--- config.mk ---
export PLATFORM = sky130hd
export DESIGN_NAME = dbus_wr_ctrl_flat
export DESIGN_NICKNAME = d
export VERILOG_FILES = /design/src/rtl/dbus_wr_ctrl_pkg.sv /design/src/rtl/dbus_wr_ctrl_if.sv /design/src/rtl/dbus_wr_ctrl_arb.sv /design/src/rtl/dbus_wr_ctrl.sv /design/src/flat_wrapper.sv
export SDC_FILE = /design/constraint.sdc
export NUM_CORES = 1
export LEC_CHECK = 0
export BUFFER_PORTS_ARGS = -buffer_cell sky130_fd_sc_hd__buf_4
export CORE_UTILIZATION = 31
export CTS_CLUSTER_DIAMETER = 100
export DETAILED_ROUTE_END_ITERATION = 10
export GPL_TIMING_DRIVEN = 0
export SLEW_MARGIN = 10
export SYNTH_ARGS = -nofsm -noshare
export SYNTH_HDL_FRONTEND = slang
export SYNTH_HIERARCHICAL = 1
export SYNTH_SLANG_ARGS = --single-unit
--- constraint.sdc ---
create_clock -name clk -period 3.15 [get_ports clk]
set_input_delay 0 -clock clk [delete_from_list [all_inputs] [get_ports clk]]
set_output_delay 0 -clock clk [all_outputs]
set_load 0.02 [all_outputs]
--- src/rtl/dbus_wr_ctrl_pkg.sv ---
// dbus_wr_ctrl_pkg: transfer sizes, replicator selects and lane helpers for the DBUS write controller
package dbus_wr_ctrl_pkg;
  typedef enum logic [1:0] {SZ_8, SZ_16, SZ_32, SZ_64} size_e;
  localparam logic [2:0] DMUX_B = 3'b111;
  localparam logic [2:0] DMUX_W = 3'b110;
  localparam logic [2:0] DMUX_L = 3'b100;
  localparam logic [2:0] DMUX_P = 3'b000;
  function automatic logic [7:0] be_mask(size_e sz, logic [2:0] a);
    return (sz == SZ_8 ? 8'h01 : sz == SZ_16 ? 8'h03 : sz == SZ_32 ? 8'h0f : 8'hff) << a;
  endfunction
  function automatic logic is_aligned(size_e sz, logic [2:0] a);
    return sz == SZ_8 || (sz == SZ_16 && !a[0]) || (sz == SZ_32 && a[1:0] == 2'b00) || a == 3'b000;
  endfunction
  function automatic logic [2:0] dmux_sel(size_e sz);
    return sz == SZ_8 ? DMUX_B : sz == SZ_16 ? DMUX_W : sz == SZ_32 ? DMUX_L : DMUX_P;
  endfunction
  function automatic logic [63:0] data_mask(size_e sz);
    return sz == SZ_8 ? 64'hff : sz == SZ_16 ? 64'hffff : sz == SZ_32 ? 64'hffff_ffff : '1;
  endfunction
endpackage

--- src/rtl/dbus_wr_ctrl_if.sv ---
// dbus_wr_ctrl_if: requester and replicator bus signals of the DBUS write controller
interface dbus_wr_ctrl_if #(parameter int NREQ = 2, parameter int AW = 24);
  logic [NREQ-1:0]    req_valid, req_ready, req_done, req_err;
  logic [NREQ*AW-1:0] req_addr;
  logic [NREQ*2-1:0]  req_size;
  logic [NREQ*64-1:0] req_data;
  logic               bus_req, bus_ack;
  logic [AW-1:0]      bus_addr;
  logic [63:0]        bus_din;
  logic [2:0]         dmuxu;
  logic [7:0]         bus_be;
  modport master (input req_valid, req_addr, req_size, req_data, bus_ack,
                  output req_ready, req_done, req_err, bus_req, bus_addr, bus_din, dmuxu, bus_be);
  modport slave (output req_valid, req_addr, req_size, req_data, bus_ack,
                 input req_ready, req_done, req_err, bus_req, bus_addr, bus_din, dmuxu, bus_be);
endinterface

--- src/rtl/dbus_wr_ctrl_arb.sv ---
// dbus_wr_ctrl_arb: round-robin pick of the first valid requester after the last owner
module dbus_wr_ctrl_arb #(parameter int NREQ = 2) (
  input  logic            clk,
  input  logic            reset,
  input  logic [NREQ-1:0] valid_i,
  input  logic            upd_i,
  input  logic [1:0]      owner_i,
  output logic [1:0]      gidx_o
);
  logic [1:0] ptr_q, j;
  logic [3:0] v;
  assign v = 4'(valid_i);
  // descending scan so the nearest valid requester after ptr_q is written last
  always_comb begin
    gidx_o = ptr_q;
    j = ptr_q;
    for (int i = NREQ; i >= 1; i--) begin
      j = 2'((int'(ptr_q) + i) % NREQ);
      if (v[j]) gidx_o = j;
    end
  end
  always_ff @(posedge clk) begin
    if (reset) ptr_q <= '0;
    else if (upd_i) ptr_q <= owner_i;
  end
endmodule

--- src/rtl/dbus_wr_ctrl.sv ---
// dbus_wr_ctrl: arbitrated write-lane controller driving the DBUS upward byte replicator
module dbus_wr_ctrl
  import dbus_wr_ctrl_pkg::*;
#(
  parameter int NREQ    = 2,
  parameter int AW      = 24,
  parameter int TIMEOUT = 255
) (
  input logic            clk,
  input logic            reset,
  dbus_wr_ctrl_if.master bus
);
  localparam logic [1:0] IDLE = 2'd0, CYCLE = 2'd1, DONE = 2'd2;
  logic [1:0]      state_q, state_d, owner_q, owner_d, rem_q, rem_d, gidx;
  logic [7:0]      tmo_q, tmo_d, be_q, be_d;
  logic [63:0]     dsh_q, dsh_d, din_q, din_d;
  logic [NREQ-1:0] ready_q, ready_d, done_q, done_d, err_q, err_d, own_oh;
  logic            breq_q, breq_d, g_al;
  logic [AW-1:0]   addr_q, addr_d, g_addr;
  logic [2:0]      dmux_q, dmux_d;
  logic [63:0]     g_data;
  size_e           g_size, e_size;
  dbus_wr_ctrl_arb #(.NREQ(NREQ)) u_arb (
    .clk(clk), .reset(reset), .valid_i(bus.req_valid),
    .upd_i(state_q == DONE), .owner_i(owner_q), .gidx_o(gidx)
  );
  assign g_addr = bus.req_addr[int'(gidx)*AW +: AW];
  assign g_size = size_e'(bus.req_size[int'(gidx)*2 +: 2]);
  assign g_data = bus.req_data[int'(gidx)*64 +: 64];
  assign g_al   = is_aligned(g_size, g_addr[2:0]);
  assign e_size = g_al ? g_size : SZ_8;
  assign own_oh = NREQ'(1) << owner_q;
  // dsh_q keeps the not-yet-sent bytes of a split write at its bottom
  always_comb begin
    state_d = state_q; owner_d = owner_q; rem_d = rem_q; tmo_d = tmo_q; dsh_d = dsh_q;
    ready_d = '0; done_d = '0; err_d = '0;
    breq_d = breq_q; addr_d = addr_q; din_d = din_q; dmux_d = dmux_q; be_d = be_q;
    if (state_q == IDLE && |bus.req_valid) begin
      owner_d = gidx;
      ready_d = NREQ'(1) << gidx;
      state_d = DONE;
      if (g_size == SZ_64 && !g_al) err_d = NREQ'(1) << gidx;
      else begin
        state_d = CYCLE; breq_d = 1'b1; tmo_d = '0; dsh_d = g_data; addr_d = g_addr;
        rem_d = g_al ? 2'd0 : g_size == SZ_16 ? 2'd1 : 2'd3;
        din_d = g_data & data_mask(e_size);
        dmux_d = dmux_sel(e_size);
        be_d = be_mask(e_size, g_addr[2:0]);
      end
    end else if (state_q == CYCLE) begin
      if (bus.bus_ack && rem_q != 2'd0) begin
        rem_d = rem_q - 2'd1; tmo_d = '0; dsh_d = dsh_q >> 8;
        addr_d = addr_q + AW'(1);
        din_d = {56'b0, dsh_q[15:8]};
        be_d = be_mask(SZ_8, addr_d[2:0]);
      end else if (bus.bus_ack || tmo_q + 8'd1 == 8'(TIMEOUT)) begin
        breq_d = 1'b0; state_d = DONE;
        done_d = bus.bus_ack ? own_oh : '0;
        err_d = bus.bus_ack ? '0 : own_oh;
      end else tmo_d = tmo_q + 8'd1;
    end else if (state_q == DONE) state_d = IDLE;
  end
  always_ff @(posedge clk) begin
    if (reset) begin
      state_q <= IDLE; owner_q <= '0; rem_q <= '0; tmo_q <= '0; dsh_q <= '0;
      ready_q <= '0; done_q <= '0; err_q <= '0;
      breq_q <= 1'b0; addr_q <= '0; din_q <= '0; dmux_q <= '0; be_q <= '0;
    end else begin
      state_q <= state_d; owner_q <= owner_d; rem_q <= rem_d; tmo_q <= tmo_d; dsh_q <= dsh_d;
      ready_q <= ready_d; done_q <= done_d; err_q <= err_d;
      breq_q <= breq_d; addr_q <= addr_d; din_q <= din_d; dmux_q <= dmux_d; be_q <= be_d;
    end
  end
  assign bus.req_ready = ready_q;
  assign bus.req_done  = done_q;
  assign bus.req_err   = err_q;
  assign bus.bus_req   = breq_q;
  assign bus.bus_addr  = addr_q;
  assign bus.bus_din   = din_q;
  assign bus.dmuxu     = dmux_q;
  assign bus.bus_be    = be_q;
endmodule
--- src/flat_wrapper.sv ---
// flat-port wrapper written by rule: the top's interface ports become plain ports
module dbus_wr_ctrl_flat import dbus_wr_ctrl_pkg::*;
#(
  parameter int NREQ    = 2,
  parameter int AW      = 24,
  parameter int TIMEOUT = 255
)
  (clk, reset, bus_req_valid, bus_req_addr, bus_req_size, bus_req_data, bus_bus_ack, bus_req_ready, bus_req_done, bus_req_err, bus_bus_req, bus_bus_addr, bus_bus_din, bus_dmuxu, bus_bus_be);
  dbus_wr_ctrl_if #(.NREQ(NREQ), .AW(AW)) bus_i ();
  input logic clk;
  input logic reset;
  input wire logic [$bits(bus_i.req_valid)-1:0] bus_req_valid;
  input wire logic [$bits(bus_i.req_addr)-1:0] bus_req_addr;
  input wire logic [$bits(bus_i.req_size)-1:0] bus_req_size;
  input wire logic [$bits(bus_i.req_data)-1:0] bus_req_data;
  input wire logic [$bits(bus_i.bus_ack)-1:0] bus_bus_ack;
  output wire logic [$bits(bus_i.req_ready)-1:0] bus_req_ready;
  output wire logic [$bits(bus_i.req_done)-1:0] bus_req_done;
  output wire logic [$bits(bus_i.req_err)-1:0] bus_req_err;
  output wire logic [$bits(bus_i.bus_req)-1:0] bus_bus_req;
  output wire logic [$bits(bus_i.bus_addr)-1:0] bus_bus_addr;
  output wire logic [$bits(bus_i.bus_din)-1:0] bus_bus_din;
  output wire logic [$bits(bus_i.dmuxu)-1:0] bus_dmuxu;
  output wire logic [$bits(bus_i.bus_be)-1:0] bus_bus_be;
  assign bus_i.req_valid = bus_req_valid;
  assign bus_i.req_addr = bus_req_addr;
  assign bus_i.req_size = bus_req_size;
  assign bus_i.req_data = bus_req_data;
  assign bus_i.bus_ack = bus_bus_ack;
  assign bus_req_ready = bus_i.req_ready;
  assign bus_req_done = bus_i.req_done;
  assign bus_req_err = bus_i.req_err;
  assign bus_bus_req = bus_i.bus_req;
  assign bus_bus_addr = bus_i.bus_addr;
  assign bus_bus_din = bus_i.bus_din;
  assign bus_dmuxu = bus_i.dmuxu;
  assign bus_bus_be = bus_i.bus_be;
  dbus_wr_ctrl #(.NREQ(NREQ), .AW(AW), .TIMEOUT(TIMEOUT)) u_core (.clk(clk), .reset(reset), .bus(bus_i));
endmodule
# Yosys cells after proc, flatten, opt, wreduce, memory -nomap -nowiden
# Cells that the tools add are included.
# totals
regBits,186
in_bits,185
out_inout_bits,106
wordCells,139
# op_classes
n_addsub,5
n_mul,1
order_cmp,2
eq_ne,13
shift,7
n_mux,60
bitwise_logic,8
reduce_logical,29
# ops
cell,count
$mux 64,11
$shiftx 128x9->64,1
$mux 24,4
$mux 8,12
$and 64x64->64,1
$shiftx 48x32->24,1
$mux 2,21
$add 24x1->24 const B,1
$mux 3,3
$reduce_and 3->1,3
$add 8x1->8 const B,1
$eq 2x2->1 const B,4
$eq 8x8->1 const B,1
$logic_not 2->1,4
$reduce_bool 2->1,4
$shl 1x3->8 const A,1
$shl 8x3->8,1
$mux 1,7
$eq 2x1->1 const B,3
$lt 2x3->1 const B,2
$ne 3x2->1 const B,2
$reduce_or 6->1,1
$logic_and 1x1->1,5
$not 1->1,5
other kinds (17),26

# Logic depth before layout (Yosys ltp)
# depth
depth_word,21
ltp_mapped,10
mapped_depth_nobuf,7

# Cells and area by module
# The synthesis kept the hierarchy.
# modules_own_cells
mod,instances,cells_each,area_per_inst_um2,seq_area_each_um2
dbus_wr_ctrl,1,1116,9130.0,3523.4
dbus_wr_ctrl_arb,1,9,83.8,40.0

# Worst setup path after synthesis
# OpenSTA, ideal clock, no wires.
# synth_path
path_kind,register to register
from,register u_core.u_arb.ptr_q[1]
to,"register u_core.din_q[35], in the netlist u_core/bus.bus_din[35]"
setup_time_ns,0.128
arrival_time_ns,1.950
t_required_ns,3.022
setup_slack_ns,1.072
path_stages_with_launch,9
path_buffers,2
period_less_slack_ns,2.078
path_cell_list,dfxtp_1 > nor3b_1 > inv_1 > o2111ai_4 > o211ai_2 > buf_4 > buf_4 > a22oi_1 > nor2_1
# synth_via
elab_chain_len,17
elab_cells_between_ends,32
cone_classes,mul: 1; eq/ne: 6; shift: 3; mux: 8; bitwise: 1; reduce/logical: 13
# synth_lines
element,line_no,rtl
start: declaration,dbus_wr_ctrl_arb.sv:10,"logic [1:0] ptr_q, j;"
start signal: assignment,dbus_wr_ctrl_arb.sv:24,else if (upd_i) ptr_q <= owner_i;
$mux 2 * (2 in series),dbus_wr_ctrl_arb.sv:19,if (v[j]) gidx_o = j;
net u_core.gidx[1],dbus_wr_ctrl.sv:14,"logic [1:0] state_q, state_d, owner_q, owner_d, rem_q, rem_d, gidx;"
$mul 2x2->4,dbus_wr_ctrl.sv:27,assign g_addr = bus.req_addr[int'(gidx)*AW +: AW];
$shiftx 48x32->24,dbus_wr_ctrl.sv:27,
$logic_not 1->1,dbus_wr_ctrl_pkg.sv:12,return sz == SZ_8 || (sz == SZ_16 && !a[0]) || (sz == SZ_32 && a[1:0] == 2'b00) || a == 3'b000;
$logic_and 1x1->1,dbus_wr_ctrl_pkg.sv:12,
$logic_or 1x1->1 (3 in series),dbus_wr_ctrl_pkg.sv:12,
$mux 2,dbus_wr_ctrl.sv:31,assign e_size = g_al ? g_size : SZ_8;
$eq 2x2->1,dbus_wr_ctrl_pkg.sv:18,return sz == SZ_8 ? 64'hff : sz == SZ_16 ? 64'hffff : sz == SZ_32 ? 64'hffff_ffff : '1;
$mux 64 (3 in series),dbus_wr_ctrl_pkg.sv:18,
$and 64x64->64,dbus_wr_ctrl.sv:46,din_d = g_data & data_mask(e_size);
$mux 64,dbus_wr_ctrl.sv:42,if (g_size == SZ_64 && !g_al) err_d = NREQ'(1) << gidx;
$mux 64,dbus_wr_ctrl.sv:38,if (state_q == IDLE && |bus.req_valid) begin
end signal: assignment,dbus_wr_ctrl.sv:67,breq_q <= 1'b0; addr_q <= '0; din_q <= '0; dmux_q <= '0; be_q <= '0;
end signal: assignment,dbus_wr_ctrl.sv:71,breq_q <= breq_d; addr_q <= addr_d; din_q <= din_d; dmux_q <= dmux_d; be_q <= be_d;
end: declaration,dbus_wr_ctrl.sv:16,"logic [63:0] dsh_q, dsh_d, din_q, din_d;"
# Mark *: on every way through the listed nets, which the timed path passes. The rest lies on a longest branch. The select of a mux whose other input is x is not followed.
# A chain may end at the register's enable or synchronous reset.

# Worst setup path in the final report
# layout_path
from,register u_core.u_arb.ptr_q[0]
to,"register u_core.addr_q[14], in the netlist u_core/bus.bus_addr[14]"
# layout_via
elab_chain_len,17
elab_cells_between_ends,31
cone_classes,add/sub: 2; mul: 1; eq/ne: 4; shift: 2; mux: 8; bitwise: 2; reduce/logical: 12
# layout_lines
element,line_no,rtl
$add 1x1->1,dbus_wr_ctrl_arb.sv:18,j = 2'((int'(ptr_q) + i) % NREQ);
$and 1x1->1 (no line),-,
$bmux 1 s2,dbus_wr_ctrl_arb.sv:19,
$mux 1 (not written as such),dbus_wr_ctrl_arb.sv:19,
$mux 2,dbus_wr_ctrl_arb.sv:19,
$mux 2 *,dbus_wr_ctrl_arb.sv:19,
net u_core.gidx[0],dbus_wr_ctrl.sv:14,
$mul 2x2->4,dbus_wr_ctrl.sv:27,
$shiftx 48x32->24,dbus_wr_ctrl.sv:27,
$logic_not 1->1,dbus_wr_ctrl_pkg.sv:12,
$logic_and 1x1->1,dbus_wr_ctrl_pkg.sv:12,
$logic_or 1x1->1 (3 in series),dbus_wr_ctrl_pkg.sv:12,
$logic_not 1->1,dbus_wr_ctrl.sv:42,
$logic_and 1x1->1,dbus_wr_ctrl.sv:42,
$ne 2x2->1 (no line),-,
$reduce_and 3->1 (no line),-,
end signal: assignment,dbus_wr_ctrl.sv:67,
end signal: assignment,dbus_wr_ctrl.sv:71,
end: declaration,dbus_wr_ctrl.sv:19,"logic [AW-1:0] addr_q, addr_d, g_addr;"
# Marked as above.

==> impl_metrics.tcl <==
set metrics [dict create \
    status "finished, final reports clean" \
    arrival_ns 3.14 \
    worst_path_dominant_cell_family "buffers and inverters" \
    drv_slew 0 \
    clockBufferDepth 2 \
    critPathMaxStageDelay_ns 0.44 \
    ys_dominant_reg_cell "dfxtp_1" \
    path_clk_slew_ns 0.07 \
    setup_viol 0 \
    clock_latency_ns 0.43 \
    synth-seq-area-share_pct 38.67 \
    place_area_um2 11870 \
    grt_pass1_wl_um 54080 \
    finalNetCount 1628 \
    die_w_um 174.4 \
    cp.required_ns 3.44 \
    synthTopCellsByCount "229 x nor2_1, 178 x dfxtp_1, 83 x nand2_1" \
    overflow 0 \
    synth_top_area_share_pct 38.67 \
    p_leak_nw 5.211 \
    viasPerCell 5.279 \
    cp-start-kind "register" \
    port_buffers 290 \
    cap_violations 0 \
    path_depth 10 \
    place.detailed.hpwl_um 27590 \
    ys_types 72 \
    cp-startpoint "u_core/u_arb/ptr_q[0]" \
    critPathCaptureType "register" \
    worstMarginPinSlew_ns 0.9156 \
    die_h_um 174.4 \
    critical_path_class "reg2reg" \
    min_path_type "in2reg" \
    gp_congestion 0.9325 \
    initial_utilization_pct 31.84 \
    synth-seq-cells 178 \
    h-tree-depth 4 \
    synth_nets 1318 \
    drtAntennaViolNets 0 \
    stdcell_area_um2 12440 \
    r2r_start "u_core/u_arb/ptr_q[0]" \
    grt_use_total_pct 23.08 \
    antenna_cells 0 \
    synth_top_area_cell "dfxtp_1" \
    core-area_um2 28940 \
    post_drt_wl_per_cell_um 19.52 \
    dr_total_vias 9671 \
    r2r_slack_ns 0.30 \
    grt_max_degree 17 \
    max_freq_mhz 350.4 \
    root_buffer "clkbuf_16" \
    die_area_um2 30420 \
    hold_viol 0 \
    clock-skew-final_ns 0.008474 \
    synth-edff-count 0 \
    holdPathStages 4 \
    timing.final.crit_period_ns 2.854 \
    syn-cell-area_um2 9214 \
    grt_pass1_vias 9455 \
    r2r-end "u_core/bus.bus_addr[14]" \
    post_synth.cell_area_avg_um2 8.190 \
    antenna_found_initial 0 \
    ys_warn_count 6 \
    finalCritPeriodShare_pct 90.61 \
    drc_errors 0 \
    maxSlewHeadroom_pct 38.96 \
    totalWireLength_um 35760 \
    path_max_fanout 10 \
    powerDensity_nw_per_um2 588.6 \
    synth_most_common_cell "nor2_1" \
    cts.sinks 178 \
    postCtsSetupBuffers 0 \
    rsz0062_at_grt "no" \
    drt_iter0_markers 843 \
    synth-async-reset-ratio_pct 0 \
    cp_slowest_cell "buf_2" \
    cp_common_cell "buf_2" \
    path_buf_inv 4 \
    drive_above_1_share_pct 27.97 \
    cts_tree "done" \
    peakVddDrop_v 0.0003729 \
    synth_area_leaders "dfxtp_1 39%, nor2_1 9.3%, mux2i_1 8.7%" \
    setup.worst_path.end "u_core/bus.bus_addr[14]" \
    syn2layout_area_growth_pct 35.06 \
    utilization_pct 43.01 \
    dr.pass1.iters 5 \
    num_rows 62 \
    rr_worst_depth 10 \
    holdWs_ns 0.008293 \
    postSynthCellCount 1125 \
    path_cells "nor2_1, a21oi_1, buf_6, buf_2, buf_2, buf_2, mux2i_1, o21ai_0, a21oi_1, nor3_1" \
    io_pins 291 \
    tns_ns 0 \
    cts_made_buffers 17 \
]
layout make-up:
class | count | area (um2)
Clock buffer | 19 | 432.9
Fill cell | 2987 | 16490
Inverter | 16 | 60.06
Sequential cell | 178 | 3563
Tap cell | 384 | 480.5
Timing Repair Buffer | 291 | 2187
Clock inverter | 13 | 125.1
Buffer | 100 | 516.7
Multi-Input combinational cell | 831 | 5079
layout by cell type (no fill, tap or decap), types with 9 or more instances in the layout:
master	count
a22oi_1	56
mux2_2	12
clkbuf_1	47
nand3_1	18
a221oi_1	9
mux2i_1	80
nor3_1	46
a21oi_1	53
a32oi_1	9
nand2_1	83
nor2_1	229
a31oi_1	11
a311oi_1	33
dfxtp_1	178
buf_4	313
clkbuf_16	17
a211oi_1	31
o21ai_0	42
inv_1	16
buf_2	26
nand4_1	10
per-layer routing:
| layer | vias up | GRT usage [%] | share of wire (%) |
|---|---|---|---|
| met3 | 43 | 4.615 | 7.1 |
| met1 | 4513 | 30.48 | 45 |
| li1 | 4721 | - | - |
| met4 | 0 | 6.360 | 1.9 |
| met5 | - | 0 | 0 |
| met2 | 394 | 37.98 | 46 |
power by group:
group	total (W)	switching [W]	internal, W
Combinational	0.00246	0.00151	0.000947
Sequential	0.00279	0.000240	0.00255
Clock	0.00208	0.000971	0.00111
Total	0.00733	0.00272	0.00460
worst min-delay path: stages:
cell,delay (ns)
buf_4,0.07
mux2_2,0.13
a221oi_1,0.06
nor3_1,0.12
worst min-delay path by stage:
stage	from	endpoint	slack [ns]
after floorplan	reset	u_core/u_arb/ptr_q[0]	0.07
after global placement	reset	u_core/u_arb/ptr_q[1]	0.23
after detailed placement	reset	u_core/u_arb/ptr_q[0]	0.24
after CTS	bus_req_data[3]	u_core/dsh_q[3]	0.004
after global routing	bus_req_data[68]	u_core/dsh_q[4]	0.02
final	bus_req_data[70]	u_core/dsh_q[6]	0.008
repair_timing:
item,in CTS,in global routing
hold endpoints to repair,7,0
endpoints found under the setup margin,0,4
hold buffers,1,0
resized for setup,0,1
state kept, by name, summed over array words and instances, names as in the netlist:
signal,count
u_core/tmo_q,8
u_core/bus.bus_req,1
u_core/rem_q,2
u_core/bus.bus_be,8
u_core/bus.bus_din,56
u_core/bus.req_ready,2
u_core/bus.dmuxu,3
u_core/bus.bus_addr,24
u_core/bus.req_err,2
u_core/u_arb/ptr_q,2
u_core/state_q,2
u_core/bus.req_done,2
u_core/dsh_q,64
u_core/owner_q,2
kinds of logic after synthesis:
kind of cell / count (synthesis) / share of synthesized area (%)
AND/OR/NAND/NOR: 435 / 20.65
multiplexers: 92 / 10.16
XOR/XNOR: 3 / 0.2852
flip-flops: 178 / 38.67
adder cells (fa/ha/maj): 8 / 1.086
buffers and inverters: 116 / 6.260
AO/OA/AOI/OAI: 293 / 22.88
through the flow:
step / cells / worst slack [ns] / power (W)
3_3_place_gp: 1799 / 0.2031 / 0.005252
5_1_grt: 1832 / 0.09474 / 0.007707
2_1_floorplan: 1125 / 1.072 / 0.004279
3_5_place_dp: 1799 / 0.2324 / 0.005275
4_1_cts: 1832 / 0.2094 / 0.007340
6_report: 1832 / 0.2958 / 0.007325
No activity file was read; power rests on OpenSTA's default activity.
